[config.mk]
export PLATFORM = sky130hd
export DESIGN_NAME = fifo_sync_param
export DESIGN_NICKNAME = d
export VERILOG_FILES = /design/src/rtl/fifo_sync_param.sv
export SDC_FILE = /design/constraint.sdc
export NUM_CORES = 1
export LEC_CHECK = 0
export BUFFER_PORTS_ARGS = -buffer_cell sky130_fd_sc_hd__buf_2
export CAP_MARGIN = 15
export CORE_MARGIN = 10
export CORE_UTILIZATION = 55
export DETAILED_ROUTE_END_ITERATION = 7
export GPL_TIMING_DRIVEN = 0
export PLACE_DENSITY = 0.75
export SLEW_MARGIN = 0
export SYNTH_ARGS = -nofsm -noshare
export SYNTH_HDL_FRONTEND = slang
export SYNTH_SLANG_ARGS = --single-unit
[constraint.sdc]
create_clock -name pclk -period 3.65 [get_ports pclk]
set_clock_uncertainty 0.2 [all_clocks]
set_input_delay 0.365 -clock pclk [delete_from_list [all_inputs] [get_ports pclk]]
set_output_delay 0.365 -clock pclk [all_outputs]
set_load 0.03 [all_outputs]
[src/rtl/fifo_sync_param.sv]
// Parametrised single-clock FIFO with occupancy count, almost-full interrupt and sticky error flags.
// Latency: a written word is readable the next cycle; rdata/rvalid appear one cycle after an accepted rd_en.
// Backpressure: writes are rejected while full (sets ovf); reads are rejected while empty (sets udf).
module fifo_sync_param #(
    parameter  int WIDTH     = 8,
    parameter  int DEPTH     = 4,
    parameter  int AF_THRESH = DEPTH,
    localparam int CW        = $clog2(DEPTH + 1)
) (
    input  logic             pclk,
    input  logic             clear,
    input  logic             en,
    input  logic             wr_en,
    input  logic [WIDTH-1:0] wdata,
    input  logic             rd_en,
    input  logic             err_clr,
    output logic [WIDTH-1:0] rdata,
    output logic             rvalid,
    output logic             nempty,
    output logic             full,
    output logic [CW-1:0]    count,
    output logic             intr,
    output logic             ovf,
    output logic             udf
);

    localparam int PW = (DEPTH > 1) ? $clog2(DEPTH) : 1;

    logic [WIDTH-1:0] mem [DEPTH];
    logic [PW-1:0]    wp;
    logic [PW-1:0]    rp;
    logic             wr_ok;
    logic             rd_ok;
    logic             ovf_set;
    logic             udf_set;

    // Explicit wrap so non-power-of-two depths step DEPTH-1 -> 0.
    function automatic logic [PW-1:0] next_ptr(input logic [PW-1:0] p);
        return (p == PW'(DEPTH - 1)) ? '0 : p + PW'(1);
    endfunction

    assign nempty  = (count != '0);
    assign full    = (count == CW'(DEPTH));
    assign intr    = (count >= CW'(AF_THRESH));

    assign wr_ok   = en & wr_en & ~full;
    assign rd_ok   = en & rd_en & nempty;
    assign ovf_set = en & wr_en & full;
    assign udf_set = en & rd_en & ~nempty;

    always_ff @(posedge pclk) begin
        if (wr_ok && !clear) begin
            mem[wp] <= wdata;
        end
    end

    always_ff @(posedge pclk) begin
        if (clear) begin
            wp     <= '0;
            rp     <= '0;
            count  <= '0;
            rdata  <= '0;
            rvalid <= 1'b0;
            ovf    <= 1'b0;
            udf    <= 1'b0;
        end else begin
            rvalid <= rd_ok;
            if (wr_ok) begin
                wp <= next_ptr(wp);
            end
            if (rd_ok) begin
                rdata <= mem[rp];
                rp    <= next_ptr(rp);
            end
            if (wr_ok && !rd_ok) begin
                count <= count + CW'(1);
            end else if (rd_ok && !wr_ok) begin
                count <= count - CW'(1);
            end
            // A new error in the same cycle as err_clr keeps the flag set.
            ovf <= ovf_set | (ovf & ~err_clr);
            udf <= udf_set | (udf & ~err_clr);
        end
    end

endmodule
# Yosys cells after proc, flatten, opt, wreduce, memory -nomap -nowiden
# Memory sizes are Yosys's and may differ from the RTL's. A register that Yosys moved wholly into a read port is not among the register bits.
# Cells that the tools add are included.
[op_classes]
n_addsub = 4
magnitude_cmp = 1
n_eq_ne = 3
mux = 6
bitwise_logic = 13
reduce_logical = 8
[op_table]
columns = ["operator", "count"]
rows = [
  ["$and A1 B1 Y1", 8],
  ["$mux W3", 2],
  ["$add A2 B1 Y2 const B", 2],
  ["$eq A2 B2 Y1 const B", 2],
  ["$mux W2", 2],
  ["$add A3 B1 Y3 const B", 1],
  ["$eq A3 B3 Y1 const B", 1],
  ["$ge A3 B3 Y1 const B", 1],
  ["$logic_and A1 B1 Y1", 3],
  ["$logic_not A1 Y1", 3],
  ["$not A1 Y1", 3],
  ["$reduce_bool A3 Y1", 1],
  ["$sub A3 B1 Y3 const B", 1],
  ["$mux W1", 2],
  ["$or A1 B1 Y1", 2],
  ["$reduce_bool A2 Y1", 1],
]
[totals]
regBits = 10
mem_bits_rw = 32
input_bits = 14
out_inout_bits = 17
elab_cells = 42
n_memories = 1
[memory_table]
columns = ["memory", "words", "width", "read_ports", "rd_ports_with_merged_regs", "wr", "line_no", "source"]
rows = [
  ["mem", 4, 8, 1, 1, 1, "29", "logic [WIDTH-1:0] mem [DEPTH];"],
]

# Logic depth before layout (Yosys ltp)
# Gate-level depths: netlist of the first run.
[depth]
depth_word = 7
depth_mapped = 10

# Least setup slack after synthesis of the first run
# Ideal clock, no wire load.
[synth_path]
kind = "reg-to-reg"
start = "reg count[2]"
end = "reg count[2]"
setup_time_ps = 70
arrival_ps = 2307
setup_slack_ps = 1074
stages_incl_launch_ff = 9
n_path_buf = 0
path_cell_list = "dfxtp_1 nor3b_2 nor2_1 ha_1 inv_1 fa_1 xor2_1 or3_1 a21oi_1"
[synth_via]
elab_chain_len = 6
word_cells_on_any_way = 14
cone_classes = "add/sub (2); eq/ne (1); mux (2); bitwise (3); reduce/logical (6)"
[synth_lines]
columns = ["item", "line_no", "source"]
rows = [
  ["from (decl)", "21", "output logic [CW-1:0] count,"],
  ["from (signal assigned)", "76", "count <= count + CW'(1);"],
  ["from (signal assigned)", "78", "count <= count - CW'(1);"],
  ["$eq A3 B3 Y1 (*)", "43", "assign full = (count == CW'(DEPTH));"],
  ["named net full", "20", "output logic full,"],
  ["$not A1 Y1 (*)", "46", "assign wr_ok = en & wr_en & ~full;"],
  ["$and A1 B1 Y1 (*)", "46", ""],
  ["named net wr_ok", "32", "logic wr_ok;"],
  ["$logic_not A1 Y1", "77", "end else if (rd_ok && !wr_ok) begin"],
  ["$logic_and A1 B1 Y1", "77", ""],
  ["$reduce_bool A2 Y1 (no source line)", "-", ""],
]
# The timed path passes the listed nets; every way through them passes the cells marked *. The select of a mux whose other input is x is not followed.
# A chain may end at the register's enable or synchronous reset.

# Final worst setup path of the first run
[layout_path]
start = "reg count[0]"
end = "reg count[2]"
[layout_via]
elab_chain_len = 6
word_cells_on_any_way = 14
cone_classes = "add/sub (2); eq/ne (1); mux (2); bitwise (3); reduce/logical (6)"
[layout_lines]
columns = ["item"]
rows = [
  ["parallel branches: the longest is 6 deep, another holds $sub A3 B1 Y3"],
]
# Parallel ways; which one is timed is not known. The select of a mux whose other input is x is not followed.

==> metrics.txt, run 1 <==
# TYPE chip_impl_metric gauge
chip_impl_metric{name="grt_pass1_wl",unit="mm"} 6.07
chip_impl_metric{name="cts_num_sinks",unit=""} 50
chip_impl_metric{name="wl_per_cell",unit="um"} 16.4
chip_impl_metric{name="whs",unit="ns"} 0.0696
chip_impl_info{name="ys_top_cells_by_area",value="edfxtp_1 (47%), dfxtp_1 (18%), mux4_2 (8.8%)"} 1
chip_impl_metric{name="vdd.ir_drop.worst",unit="V"} 0.000353
chip_impl_info{name="timing_worst_setup_path_type",value="flop to flop"} 1
chip_impl_metric{name="critPathRequiredTime",unit="ns"} 3.69
chip_impl_metric{name="multi_input_combinational_cell_area",unit="um^2"} 616
chip_impl_metric{name="clk_pin_slew_worst_paths",unit="ns"} 0.08
chip_impl_metric{name="path_buf_inv",unit=""} 4
chip_impl_metric{name="period_minus_slack",unit="ns"} 2.57
chip_impl_info{name="clk_root_buffer_cell",value="clkbuf_8"} 1
chip_impl_metric{name="mappedNetlistNets",unit=""} 158
chip_impl_metric{name="route.final.wire_length",unit="mm"} 3.63
chip_impl_metric{name="diodes",unit=""} 0
chip_impl_metric{name="ioPinCount",unit=""} 31
chip_impl_metric{name="vias_in_the_first_global_route",unit=""} 1239
chip_impl_metric{name="clock_latency",unit="ns"} 0.30
chip_impl_metric{name="critical_path.max_stage_delay",unit="ns"} 0.40
chip_impl_metric{name="syn-mean-instance-area",unit="um^2"} 14.9
chip_impl_metric{name="dieWidth",unit="um"} 80.9
chip_impl_metric{name="fmaxAchievable",unit="GHz"} 0.389
chip_impl_info{name="rsz0062_at_grt",value="false"} 1
chip_impl_metric{name="cts_hold_buffers",unit=""} 0
chip_impl_metric{name="die_height",unit="um"} 80.9
chip_impl_metric{name="sequential_cell_area",unit="um^2"} 1320
chip_impl_metric{name="slew_viol_final",unit=""} 0
chip_impl_metric{name="initial_core_util",unit="%"} 56.1
chip_impl_metric{name="grt_usage",unit="%"} 12.3
chip_impl_info{name="post-synth-top-count-cell",value="edfxtp_1"} 1
chip_impl_metric{name="post_cts.resized_instances",unit=""} 0
chip_impl_info{name="worst_path_max_delay_cell",value="dfxtp_1"} 1
chip_impl_metric{name="final_nets",unit=""} 194
chip_impl_metric{name="finalSetupViolations",unit=""} 0
chip_impl_metric{name="synth_top_area_share",unit="%"} 47.1
chip_impl_metric{name="asyncSetResetFlopFracSynth",unit="%"} 0
chip_impl_info{name="run_status",value="finished, final reports clean"} 1
chip_impl_info{name="synth_common_cells",value="edfxtp_1 (32), nand2_1 (21), dfxtp_1 (18), mux4_2 (8), a21oi_1 (7)"} 1
chip_impl_metric{name="ys_seq_elements",unit=""} 50
chip_impl_metric{name="post-dp-hpwl",unit="mm"} 2.67
chip_impl_metric{name="yosysWarnings",unit=""} 0
chip_impl_metric{name="cts_inserted_buffers",unit=""} 5
chip_impl_metric{name="synth_enable_flop_cells",unit=""} 32
chip_impl_metric{name="placement_rows",unit=""} 22
chip_impl_metric{name="syn-instance-count",unit=""} 137
chip_impl_info{name="synthFlopType",value="edfxtp_1"} 1
chip_impl_metric{name="fin_crit_sh",unit="%"} 70.4
chip_impl_metric{name="design.die.area",unit="um^2"} 6540
chip_impl_metric{name="postRouteAntennaNets",unit=""} 0
chip_impl_metric{name="yosysSeqAreaShare",unit="%"} 64.8
chip_impl_metric{name="vias",unit=""} 1178
chip_impl_metric{name="finalHoldViolations",unit=""} 0
chip_impl_metric{name="crit_arrival",unit="ns"} 2.61
chip_impl_metric{name="r2r_slack",unit="ns"} 1.08
chip_impl_metric{name="slew-limit-headroom",unit="%"} 68.5
chip_impl_metric{name="max_cap_violations",unit=""} 0
chip_impl_metric{name="route.detailed.drc",unit=""} 0
chip_impl_metric{name="gpl.final_weighted_congestion",unit=""} 0.716
chip_impl_metric{name="transition_time_of_the_tightest_slew_check_pin",unit="ns"} 0.473
chip_impl_metric{name="core_region_area",unit="um^2"} 3630
chip_impl_metric{name="routed_via_density",unit=""} 5.33
chip_impl_info{name="top_cell_family_by_delay_on_the_critical_path",value="adder cells"} 1
chip_impl_metric{name="cts_max_path_buffers",unit=""} 2
chip_impl_metric{name="netlist-cell-type-count",unit=""} 31
chip_impl_info{name="cts_tree",value="built"} 1
chip_impl_info{name="hold_class",value="input port to flop"} 1
chip_impl_metric{name="power_report.internal_total",unit="uW"} 917
chip_impl_metric{name="syn-cell-area",unit="um^2"} 2040
chip_impl_metric{name="critical_path.max_fanout",unit=""} 10
chip_impl_metric{name="grt_max_degree",unit=""} 16
chip_impl_metric{name="grt_antenna_before_repair",unit=""} 0
chip_impl_metric{name="seq_power_share",unit="%"} 50.5
chip_impl_metric{name="drt_pre_antenna_iters",unit=""} 6
chip_impl_metric{name="post-cts-setup-buffers",unit=""} 0
chip_impl_metric{name="htree_num_levels",unit=""} 2
chip_impl_metric{name="tns",unit="ns"} 0
chip_impl_info{name="netlist.top_cell.by_area",value="edfxtp_1"} 1
chip_impl_metric{name="nFillCells",unit=""} 285
chip_impl_info{name="crit_path_end_kind",value="flop"} 1
chip_impl_metric{name="power_density",unit="nW/um^2"} 576
chip_impl_info{name="worstSetupStartpointType",value="flop"} 1
chip_impl_metric{name="globalRouteOverflowTotal",unit=""} 0
chip_impl_info{name="crit_chain",value="o311a_1 > buf_6 > inv_6 > buf_12 > ha_1 > inv_1 > fa_1 > xor2_1 > or3_1 > a21oi_1"} 1
chip_impl_metric{name="drt_iter0_drc",unit=""} 43
chip_impl_metric{name="relative_contribution_of_the_clock_network_to_total_power",unit="%"} 22.5
chip_impl_metric{name="static-leakage-power",unit="uW"} 0.000875
chip_impl_metric{name="place.port_buffers",unit=""} 29
chip_impl_metric{name="drive_above_1_share",unit="%"} 34.1
chip_impl_metric{name="p_switching",unit="uW"} 425
chip_impl_metric{name="sw_frac_of_total",unit="%"} 31.7
chip_impl_metric{name="syn_to_final_growth",unit="%"} 14.2
chip_impl_metric{name="combPwrFrac",unit="%"} 27.1
==> sequential cells by signal, indices dropped and copies added (netlist names) <==
register / cells
udf: 1
rp: 2
rvalid: 1
count: 3
mem: 32
ovf: 1
rdata: 8
wp: 2
==> cell usage in the layout, fill, tap and decap left out, types with 2 or more instances in the layout <==
cell | synthesis | final
inv_1 | 4 | 4
a21oi_2 | 5 | 5
nand2_1 | 21 | 21
buf_2 | 1 | 30
dfxtp_1 | 18 | 18
a21oi_1 | 7 | 7
buf_6 | 2 | 2
nor2_1 | 6 | 6
mux4_2 | 8 | 8
or3_1 | 2 | 2
xor2_1 | 2 | 2
o21ai_0 | 2 | 2
clkinvlp_4 | 0 | 2
clkbuf_8 | 2 | 7
edfxtp_1 | 32 | 32
and2_1 | 4 | 4
ha_1 | 6 | 6
==> worst paths after layout <==
path | from | endpoint | depth (start not counted)
max | count[0]$_SDFFE_PP0P_ | count[2]$_SDFFE_PP0P_ | 10
min | wdata[3] | mem[3][3]$_DFFE_PP_ | 1
max reg2reg | count[0]$_SDFFE_PP0P_ | count[2]$_SDFFE_PP0P_ | 10
min reg2reg | rdata[0]$_SDFFE_PP0P_ | rdata[0]$_SDFFE_PP0P_ | 2
==> kinds of logic (layout without fill, tap and decap cells) <==
| family | after synthesis | after routing | synth area share (%) |
|---|---|---|---|
| flip-flops | 50 | 50 | 64.8 |
| AND/OR/NAND/NOR | 38 | 38 | 8.77 |
| AO/OA/AOI/OAI | 19 | 19 | 6.56 |
| buffers and inverters | 12 | 48 | 5.03 |
| multiplexers | 9 | 9 | 9.33 |
| adder cells (fa/ha/maj) | 7 | 7 | 4.66 |
| XOR/XNOR | 2 | 2 | 0.859 |
==> worst register-to-register path: stages, from the launching register on <==
cell and delay [ns]:
dfxtp_1 0.40, o311a_1 0.37, buf_6 0.15, inv_6 0.07
buf_12 0.11, ha_1 0.19, inv_1 0.06, fa_1 0.37
xor2_1 0.15, or3_1 0.30, a21oi_1 0.13
==> metrics by stage <==
stage               setup slack [ns]  cell area (um^2)  total power [uW]  std cells  util [%]
CTS                             1.08              2330              1360        221      64.1
detailed placement              1.10              2240              1060        214      61.8
floorplan                       1.07              2040               960        137         -
global placement                1.16              2240              1040        214      61.8
finish                          1.08              2330              1340        221      64.1
global route                   0.946              2330              1420        221      64.1
==> layer usage <==
| metal | routed length, um | share of wire (%) | global-route usage [%] |
|---|---|---|---|
| met1 | 1510 | 42 | 14.0 |
| met2 | 1820 | 50 | 21.0 |
| met3 | 232 | 6.4 | 4.30 |
| met4 | 60 | 1.7 | 4.50 |
| met5 | 0 | 0 | 0 |
==> cell type report <==
type	count	share of cell area [%]
buffer	7	3.39
clock buffer	5	2.96
clock inverter	2	0.645
inverter	5	1.02
multi-input combinational	75	26.4
sequential	50	56.7
tap	48	2.58
timing repair buffer	29	6.23
==> power groups by stage <==
stage | logic, uW | clock network, uW | registers [uW]
floorplan | 221 | 0 | 739
global placement | 357 | 0 | 687
detailed placement | 368 | 0 | 691
CTS | 369 | 310 | 678
global route | 404 | 335 | 684
finish | 363 | 301 | 677
(Power assumes the default switching activity.)
==> run 2: changes to the inputs <==
Settings changed: ABC_AREA from default to 1, CORE_UTILIZATION 55 to 51, PLACE_DENSITY 0.75 to 0.72.
Clock period 3.65 ns to 2.3 ns, I/O delays scaled along.
==> metrics.txt, run 2 <==
# TYPE chip_impl_metric gauge
chip_impl_info{name="run_status",value="finished, final reports clean"} 1
chip_impl_info{name="netlist.top_cell.by_area",value="edfxtp_1"} 1
chip_impl_metric{name="drive_above_1_share",unit="%"} 20.7
chip_impl_metric{name="route.detailed.drc",unit=""} 0
chip_impl_info{name="final_cell_mix",value="nand2_1 (59), inv_1 (55), edfxtp_1 (32)"} 1
chip_impl_metric{name="syn-instance-count",unit=""} 255
chip_impl_info{name="ys_top_cells_by_area",value="edfxtp_1 (42%), dfxtp_1 (16%), nand2_1 (9.6%)"} 1
chip_impl_metric{name="finalSetupViolations",unit=""} 0
chip_impl_info{name="regs_by_ff_count",value="mem (32), rdata (8), count (3)"} 1
chip_impl_metric{name="critPathRequiredTime",unit="ns"} 2.05
chip_impl_metric{name="syn_to_final_growth",unit="%"} 18.9
chip_impl_metric{name="synth_enable_flop_cells",unit=""} 32
chip_impl_info{name="rsz0062_at_grt",value="true"} 1
chip_impl_metric{name="yosys.area_share.adder",unit="%"} 4.14
chip_impl_metric{name="max_cap_violations",unit=""} 0
chip_impl_metric{name="placement_rows",unit=""} 24
chip_impl_metric{name="synth_top_area_share",unit="%"} 41.9
chip_impl_metric{name="fin_crit_sh",unit="%"} 92.9
chip_impl_metric{name="synth_compound_gate_area_share",unit="%"} 2.40
chip_impl_metric{name="crit_arrival",unit="ns"} 1.88
chip_impl_info{name="layout_commonest_cell",value="nand2_1"} 1
chip_impl_metric{name="diodes",unit=""} 0
chip_impl_info{name="most_flop_heavy_register",value="mem"} 1
chip_impl_info{name="crit_chain",value="inv_2 > nand3_1 > nand2_1 > inv_1 > nand2_1 > nor2_1"} 1
chip_impl_metric{name="critical_path.max_fanout",unit=""} 8
chip_impl_metric{name="die_height",unit="um"} 87.1
chip_impl_metric{name="synth.mux.area_fraction",unit="%"} 0
chip_impl_metric{name="period_minus_slack",unit="ns"} 2.14
chip_impl_metric{name="postLayoutSetupSlackWorst",unit="ns"} 0.164
chip_impl_metric{name="wl_per_cell",unit="um"} 12.3
chip_impl_metric{name="drt_iter0_drc",unit=""} 41
chip_impl_metric{name="route.final.wire_length",unit="mm"} 4.38
chip_impl_metric{name="hold_depth",unit=""} 6
chip_impl_metric{name="slew-limit-headroom",unit="%"} 45.0
chip_impl_metric{name="gpl.final_weighted_congestion",unit=""} 0.770
chip_impl_info{name="post-synth-top-count-cell",value="nand2_1"} 1
chip_impl_metric{name="synth_xor_xnor_area_share",unit="%"} 0
chip_impl_metric{name="fmaxAchievable",unit="GHz"} 0.468
chip_impl_metric{name="vias",unit=""} 1613
chip_impl_metric{name="clock_latency",unit="ns"} 0.31
chip_impl_metric{name="number_of_flip_flops_in_the_largest_register",unit=""} 32
chip_impl_metric{name="dieWidth",unit="um"} 87.1
chip_impl_info{name="cts_tree",value="built"} 1
chip_impl_metric{name="asyncSetResetFlopFracSynth",unit="%"} 0
chip_impl_metric{name="synth_simple_gate_area_share",unit="%"} 23.4
chip_impl_metric{name="fin_area",unit="um^2"} 2730
chip_impl_info{name="timing_worst_setup_path_type",value="flop to flop"} 1
chip_impl_metric{name="design.die.area",unit="um^2"} 7590
chip_impl_metric{name="core_region_area",unit="um^2"} 4350
chip_impl_metric{name="final_nets",unit=""} 324
chip_impl_metric{name="cts_inserted_buffers",unit=""} 5
chip_impl_metric{name="critical_path.max_stage_delay",unit="ns"} 0.64
chip_impl_metric{name="grt_antenna_before_repair",unit=""} 0
chip_impl_metric{name="power_density",unit="nW/um^2"} 739
chip_impl_metric{name="transition_time_of_the_tightest_slew_check_pin",unit="ns"} 0.822
chip_impl_metric{name="cts_num_sinks",unit=""} 50
chip_impl_metric{name="reg2regPathDepth",unit=""} 6
chip_impl_info{name="worstSetupStartpointType",value="flop"} 1
chip_impl_metric{name="ioPinCount",unit=""} 31
chip_impl_info{name="synthFlopType",value="edfxtp_1"} 1
chip_impl_metric{name="cts_max_path_buffers",unit=""} 2
chip_impl_metric{name="mappedNetlistNets",unit=""} 276
chip_impl_metric{name="htree_num_levels",unit=""} 2
chip_impl_info{name="worst_path_max_delay_cell",value="nor2_1"} 1
chip_impl_metric{name="post-cts-setup-buffers",unit=""} 0
chip_impl_metric{name="syn-mean-instance-area",unit="um^2"} 9.00
chip_impl_metric{name="detailedPlace.worstSlack",unit="ns"} 0.0982
chip_impl_metric{name="grt_max_degree",unit=""} 18
chip_impl_metric{name="globalRouteOverflowTotal",unit=""} 0
chip_impl_metric{name="detailed_place.area",unit="um^2"} 2510
chip_impl_metric{name="total_power",unit="uW"} 2020
chip_impl_info{name="cpMostUsedCell",value="nand2_1"} 1
chip_impl_metric{name="post-dp-hpwl",unit="mm"} 2.99
chip_impl_metric{name="vias_in_the_first_global_route",unit=""} 1547
chip_impl_info{name="crit_path_end_kind",value="flop"} 1
chip_impl_metric{name="ys_seq_elements",unit=""} 50
chip_impl_metric{name="routed_via_density",unit=""} 4.53
chip_impl_metric{name="static-leakage-power",unit="uW"} 0.00132
chip_impl_info{name="main_combinational_cell_family_by_area_after_synthesis",value="simple AND/OR/NAND/NOR gates"} 1
chip_impl_metric{name="drt_pre_antenna_iters",unit=""} 4
chip_impl_metric{name="clk_pin_slew_worst_paths",unit="ns"} 0.10
chip_impl_metric{name="grt_usage",unit="%"} 12.2
chip_impl_metric{name="initial_core_util",unit="%"} 52.7
chip_impl_info{name="clk_root_buffer_cell",value="clkbuf_8"} 1
chip_impl_metric{name="post_layout_utilization_of_the_core",unit="%"} 62.7
chip_impl_metric{name="finalHoldViolations",unit=""} 0
chip_impl_metric{name="slew_viol_final",unit=""} 0
chip_impl_metric{name="grt_pass1_wl",unit="mm"} 7.23
chip_impl_metric{name="netlist-cell-type-count",unit=""} 24
chip_impl_metric{name="postRouteAntennaNets",unit=""} 0
chip_impl_metric{name="yosysSeqAreaShare",unit="%"} 57.5
chip_impl_metric{name="yosysWarnings",unit=""} 0
chip_impl_metric{name="place.port_buffers",unit=""} 30
chip_impl_metric{name="vdd.ir_drop.worst",unit="V"} 0.000476
chip_impl_metric{name="whs",unit="ns"} 0.198
chip_impl_metric{name="syn-cell-area",unit="um^2"} 2300
chip_impl_info{name="hold_class",value="input port to flop"} 1
chip_impl_info{name="synth_common_cells",value="nand2_1 (59), inv_1 (55), edfxtp_1 (32), nor2_1 (29), nand3_1 (19)"} 1
-- run 2: cell types whose count changed after synthesis, sizes merged, moves of 4 or more --
| cell | delta |
|---|---|
| and2 | -4 |
| a21oi | -6 |
| nand3 | +20 |
| nand2 | +49 |
| nor2 | +23 |
| mux4 | -8 |
| inv | +54 |
-- run 2: logic make-up (layout without fill, tap and decap cells) --
group,count (synthesis),after routing
AO/OA/AOI/OAI,10,10
adder cells (fa/ha/maj),7,7
buffers and inverters,66,115
flip-flops,50,50
AND/OR/NAND/NOR,122,122
-- run 2: path summary, 6_finish.rpt --
check | end | startpoint | slack, ns
worst max register to register | mem[0][4]$_DFFE_PP_ | count[1]$_SDFFE_PP0P_ | 0.16
worst min-delay path | wp[1]$_SDFFE_PP0P_ | wr_en | 0.20
worst min register to register | udf$_SDFF_PP0_ | udf$_SDFF_PP0_ | 0.28
worst max-delay path | mem[0][4]$_DFFE_PP_ | count[1]$_SDFFE_PP0P_ | 0.16
-- run 2: report_power, final --
part | switching, uW | internal, uW
clock | 313 | 220
combinational | 300 | 154
sequential | 28.2 | 1000
-- run 2: worst max-delay path: cells and delay by family (launching register included) --
kind | cells | cell delay (ns)
simple gates | 4 | 0.99
flops | 1 | 0.37
buf+inv | 2 | 0.20
-- run 2: area by class of cell --
class	instances	area, um^2
buffer	7	61.3
clock buffer	5	68.8
clock inverter	3	25.0
fill	383	1630
inverter	59	226
multi-input combinational	139	698
sequential	50	1320
tap	52	65.1
timing repair buffer	41	260
-- run 2: through the flow --
step,instances,TNS [ns]
6_report,356,0
3_5_place_dp,337,0
2_1_floorplan,255,0
5_1_grt,356,-0.00826
3_3_place_gp,337,0
4_1_cts,356,0
-- run 2: timing repair --
item / in CTS / in global routing
endpoints found under the hold margin: 36 / 0
setup endpoints to repair: 0 / 33
hold buffers: 11 / 0
gates resized for setup: 0 / 4
-- run 2: layer usage --
layer / wire, um / share of wire [%] / track usage (%) / up-vias
met1: 2060 / 47 / 16.0 / 697
met4: 60 / 1.4 / 4.78 / 0
li1: - / - / - / 869
met5: 0 / 0 / 0 / -
met3: 368 / 8.4 / 4.12 / 5
met2: 1890 / 43 / 18.2 / 42
==> run 3: changes to the inputs <==
Settings changed: REMOVE_ABC_BUFFERS from default to 1.
==> metrics.txt, run 3 (synthesized netlist as in run 2, its figures left out) <==
# TYPE chip_impl_metric gauge
chip_impl_info{name="hold_end",value="wp[1]$_SDFFE_PP0P_"} 1
chip_impl_metric{name="clock_latency",unit="ns"} 0.30
chip_impl_info{name="clk_root_buffer_cell",value="clkbuf_8"} 1
chip_impl_metric{name="ioPinCount",unit=""} 31
chip_impl_metric{name="hold_depth",unit=""} 3
chip_impl_metric{name="die_height",unit="um"} 87.1
chip_impl_metric{name="dieWidth",unit="um"} 87.1
chip_impl_metric{name="routed_via_density",unit=""} 4.56
chip_impl_metric{name="post_layout_utilization_of_the_core",unit="%"} 61.4
chip_impl_metric{name="vias",unit=""} 1591
chip_impl_metric{name="syn_to_final_growth",unit="%"} 16.5
chip_impl_metric{name="grt_antenna_before_repair",unit=""} 0
chip_impl_info{name="worstSetupStartpointType",value="flop"} 1
chip_impl_metric{name="period_minus_slack",unit="ns"} 2.14
chip_impl_metric{name="initial_core_util",unit="%"} 52.7
chip_impl_metric{name="critPathRequiredTime",unit="ns"} 2.03
chip_impl_info{name="regs_by_ff_count",value="mem (32), rdata (8), count (3)"} 1
chip_impl_metric{name="max_cap_violations",unit=""} 0
chip_impl_info{name="crit_path_end_kind",value="flop"} 1
chip_impl_metric{name="number_of_flip_flops_in_the_largest_register",unit=""} 32
chip_impl_metric{name="slew_viol_final",unit=""} 0
chip_impl_info{name="timing_worst_setup_path_type",value="flop to flop"} 1
chip_impl_metric{name="clk_pin_slew_worst_paths",unit="ns"} 0.09
chip_impl_info{name="most_flop_heavy_register",value="mem"} 1
chip_impl_metric{name="drt_iter0_drc",unit=""} 47
chip_impl_metric{name="post-dp-hpwl",unit="mm"} 2.81
chip_impl_info{name="layout_commonest_cell",value="nand2_1"} 1
chip_impl_metric{name="drt_pre_antenna_iters",unit=""} 4
chip_impl_metric{name="r2r_slack",unit="ns"} 0.16
chip_impl_metric{name="grt_max_degree",unit=""} 21
chip_impl_metric{name="design.die.area",unit="um^2"} 7590
chip_impl_metric{name="globalRouteOverflowTotal",unit=""} 0
chip_impl_metric{name="grt_pass1_wl",unit="mm"} 7.12
chip_impl_metric{name="reg2regPathDepth",unit=""} 6
chip_impl_metric{name="vias_in_the_first_global_route",unit=""} 1492
chip_impl_info{name="cts_tree",value="built"} 1
chip_impl_metric{name="gpl.final_weighted_congestion",unit=""} 0.734
chip_impl_metric{name="cts_max_path_buffers",unit=""} 2
chip_impl_metric{name="final_nets",unit=""} 317
chip_impl_metric{name="crit_arrival",unit="ns"} 1.87
chip_impl_info{name="hold_class",value="input port to flop"} 1
chip_impl_metric{name="critical_path.max_fanout",unit=""} 8
chip_impl_info{name="timing.rr.end",value="mem[1][2]$_DFFE_PP_"} 1
chip_impl_metric{name="route.final.wire_length",unit="mm"} 4.04
chip_impl_metric{name="vdd.ir_drop.worst",unit="V"} 0.000479
chip_impl_metric{name="power_density",unit="nW/um^2"} 772
chip_impl_info{name="run_status",value="finished, final reports clean"} 1
chip_impl_metric{name="grt_usage",unit="%"} 11.7
chip_impl_metric{name="fin_crit_sh",unit="%"} 93.1
chip_impl_metric{name="transition_time_of_the_tightest_slew_check_pin",unit="ns"} 0.814
chip_impl_metric{name="wl_per_cell",unit="um"} 11.6
chip_impl_metric{name="finalHoldViolations",unit=""} 0
chip_impl_metric{name="slew-limit-headroom",unit="%"} 45.5
chip_impl_info{name="worst_hold_startpoint",value="clear"} 1
chip_impl_metric{name="place.port_buffers",unit=""} 30
chip_impl_metric{name="static-leakage-power",unit="uW"} 0.00130
chip_impl_metric{name="diodes",unit=""} 0
chip_impl_info{name="crit-reg2reg-launch",value="count[1]$_SDFFE_PP0P_"} 1
chip_impl_metric{name="route.detailed.drc",unit=""} 0
chip_impl_info{name="final_cell_mix",value="nand2_1 (59), inv_1 (55), edfxtp_1 (32)"} 1
chip_impl_metric{name="placement_rows",unit=""} 24
chip_impl_metric{name="finalSetupViolations",unit=""} 0
chip_impl_metric{name="htree_num_levels",unit=""} 2
chip_impl_metric{name="cts_num_sinks",unit=""} 50
chip_impl_metric{name="placed_cells",unit=""} 330
chip_impl_metric{name="drive_above_1_share",unit="%"} 18.9
chip_impl_info{name="rsz0062_at_grt",value="true"} 1
chip_impl_metric{name="nFillCells",unit=""} 382
chip_impl_metric{name="whs",unit="ns"} 0.0300
chip_impl_metric{name="cts_inserted_buffers",unit=""} 5
chip_impl_metric{name="core_region_area",unit="um^2"} 4350
chip_impl_metric{name="tns",unit="ns"} 0
chip_impl_metric{name="layout.cells.non_filler",unit=""} 349
chip_impl_metric{name="postRouteAntennaNets",unit=""} 0
chip_impl_metric{name="post-cts-setup-buffers",unit=""} 0
chip_impl_metric{name="fmaxAchievable",unit="GHz"} 0.467
run 3: routing by layer:
metal	track usage [%]	up-vias	part of all wire (%)
met5	0	-	0
met4	4.78	0	1.7
met3	3.56	9	6.2
met2	19.3	40	50
met1	13.8	691	43
li1	-	851	-
run 3: critical path: stages, from the launching register on:
cell and delay [ns]:
dfxtp_2 0.37, inv_2 0.07, nand3_1 0.10, nand2_1 0.10, inv_1 0.15, nand2_1 0.12, nor2_1 0.65
run 3: cell type report:
class,count,area [um^2],share of cell area (%)
Multi-Input combinational cell,139,687,25.7
Tap cell,52,65.1,2.43
Timing Repair Buffer,41,260,9.73
Clock buffer,5,68.8,2.57
Sequential cell,50,1320,49.5
Clock inverter,3,43.8,1.64
Inverter,59,226,8.47
run 3: metrics by stage:
step	worst slack (ns)	area (um^2)	power, uW
after floorplan	-0.0234	2230	1340
after global placement	0.133	2450	1450
after detailed placement	0.0792	2450	1460
after CTS	0.0557	2670	2090
after global routing	-0.0207	2680	2190
final	0.160	2680	2060
run 3: repair_timing:
item | 4_1_cts | 5_1_grt
hold buffers | 11 | 0
setup endpoints to repair | 0 | 33
gates resized for setup | 0 | 2
hold endpoints to repair | 36 | 0
run 3: how the worst max path moves through the flow:
stage	start	end	slack [ns]	cells after the start
after floorplan	count[2]$_SDFFE_PP0P_	count[1]$_SDFFE_PP0P_	-0.02	8
after global placement	count[0]$_SDFFE_PP0P_	mem[1][1]$_DFFE_PP_	0.13	6
after detailed placement	count[1]$_SDFFE_PP0P_	mem[1][1]$_DFFE_PP_	0.08	6
after CTS	count[1]$_SDFFE_PP0P_	mem[1][1]$_DFFE_PP_	0.06	6
after global routing	count[1]$_SDFFE_PP0P_	mem[1][2]$_DFFE_PP_	-0.02	6
final	count[1]$_SDFFE_PP0P_	mem[1][2]$_DFFE_PP_	0.16	6
run 3: power by group:
group | internal (uW) | total, uW | switching [uW]
clock | 326 | 613 | 287
sequential | 1000 | 1040 | 42.3
combinational | 135 | 407 | 271
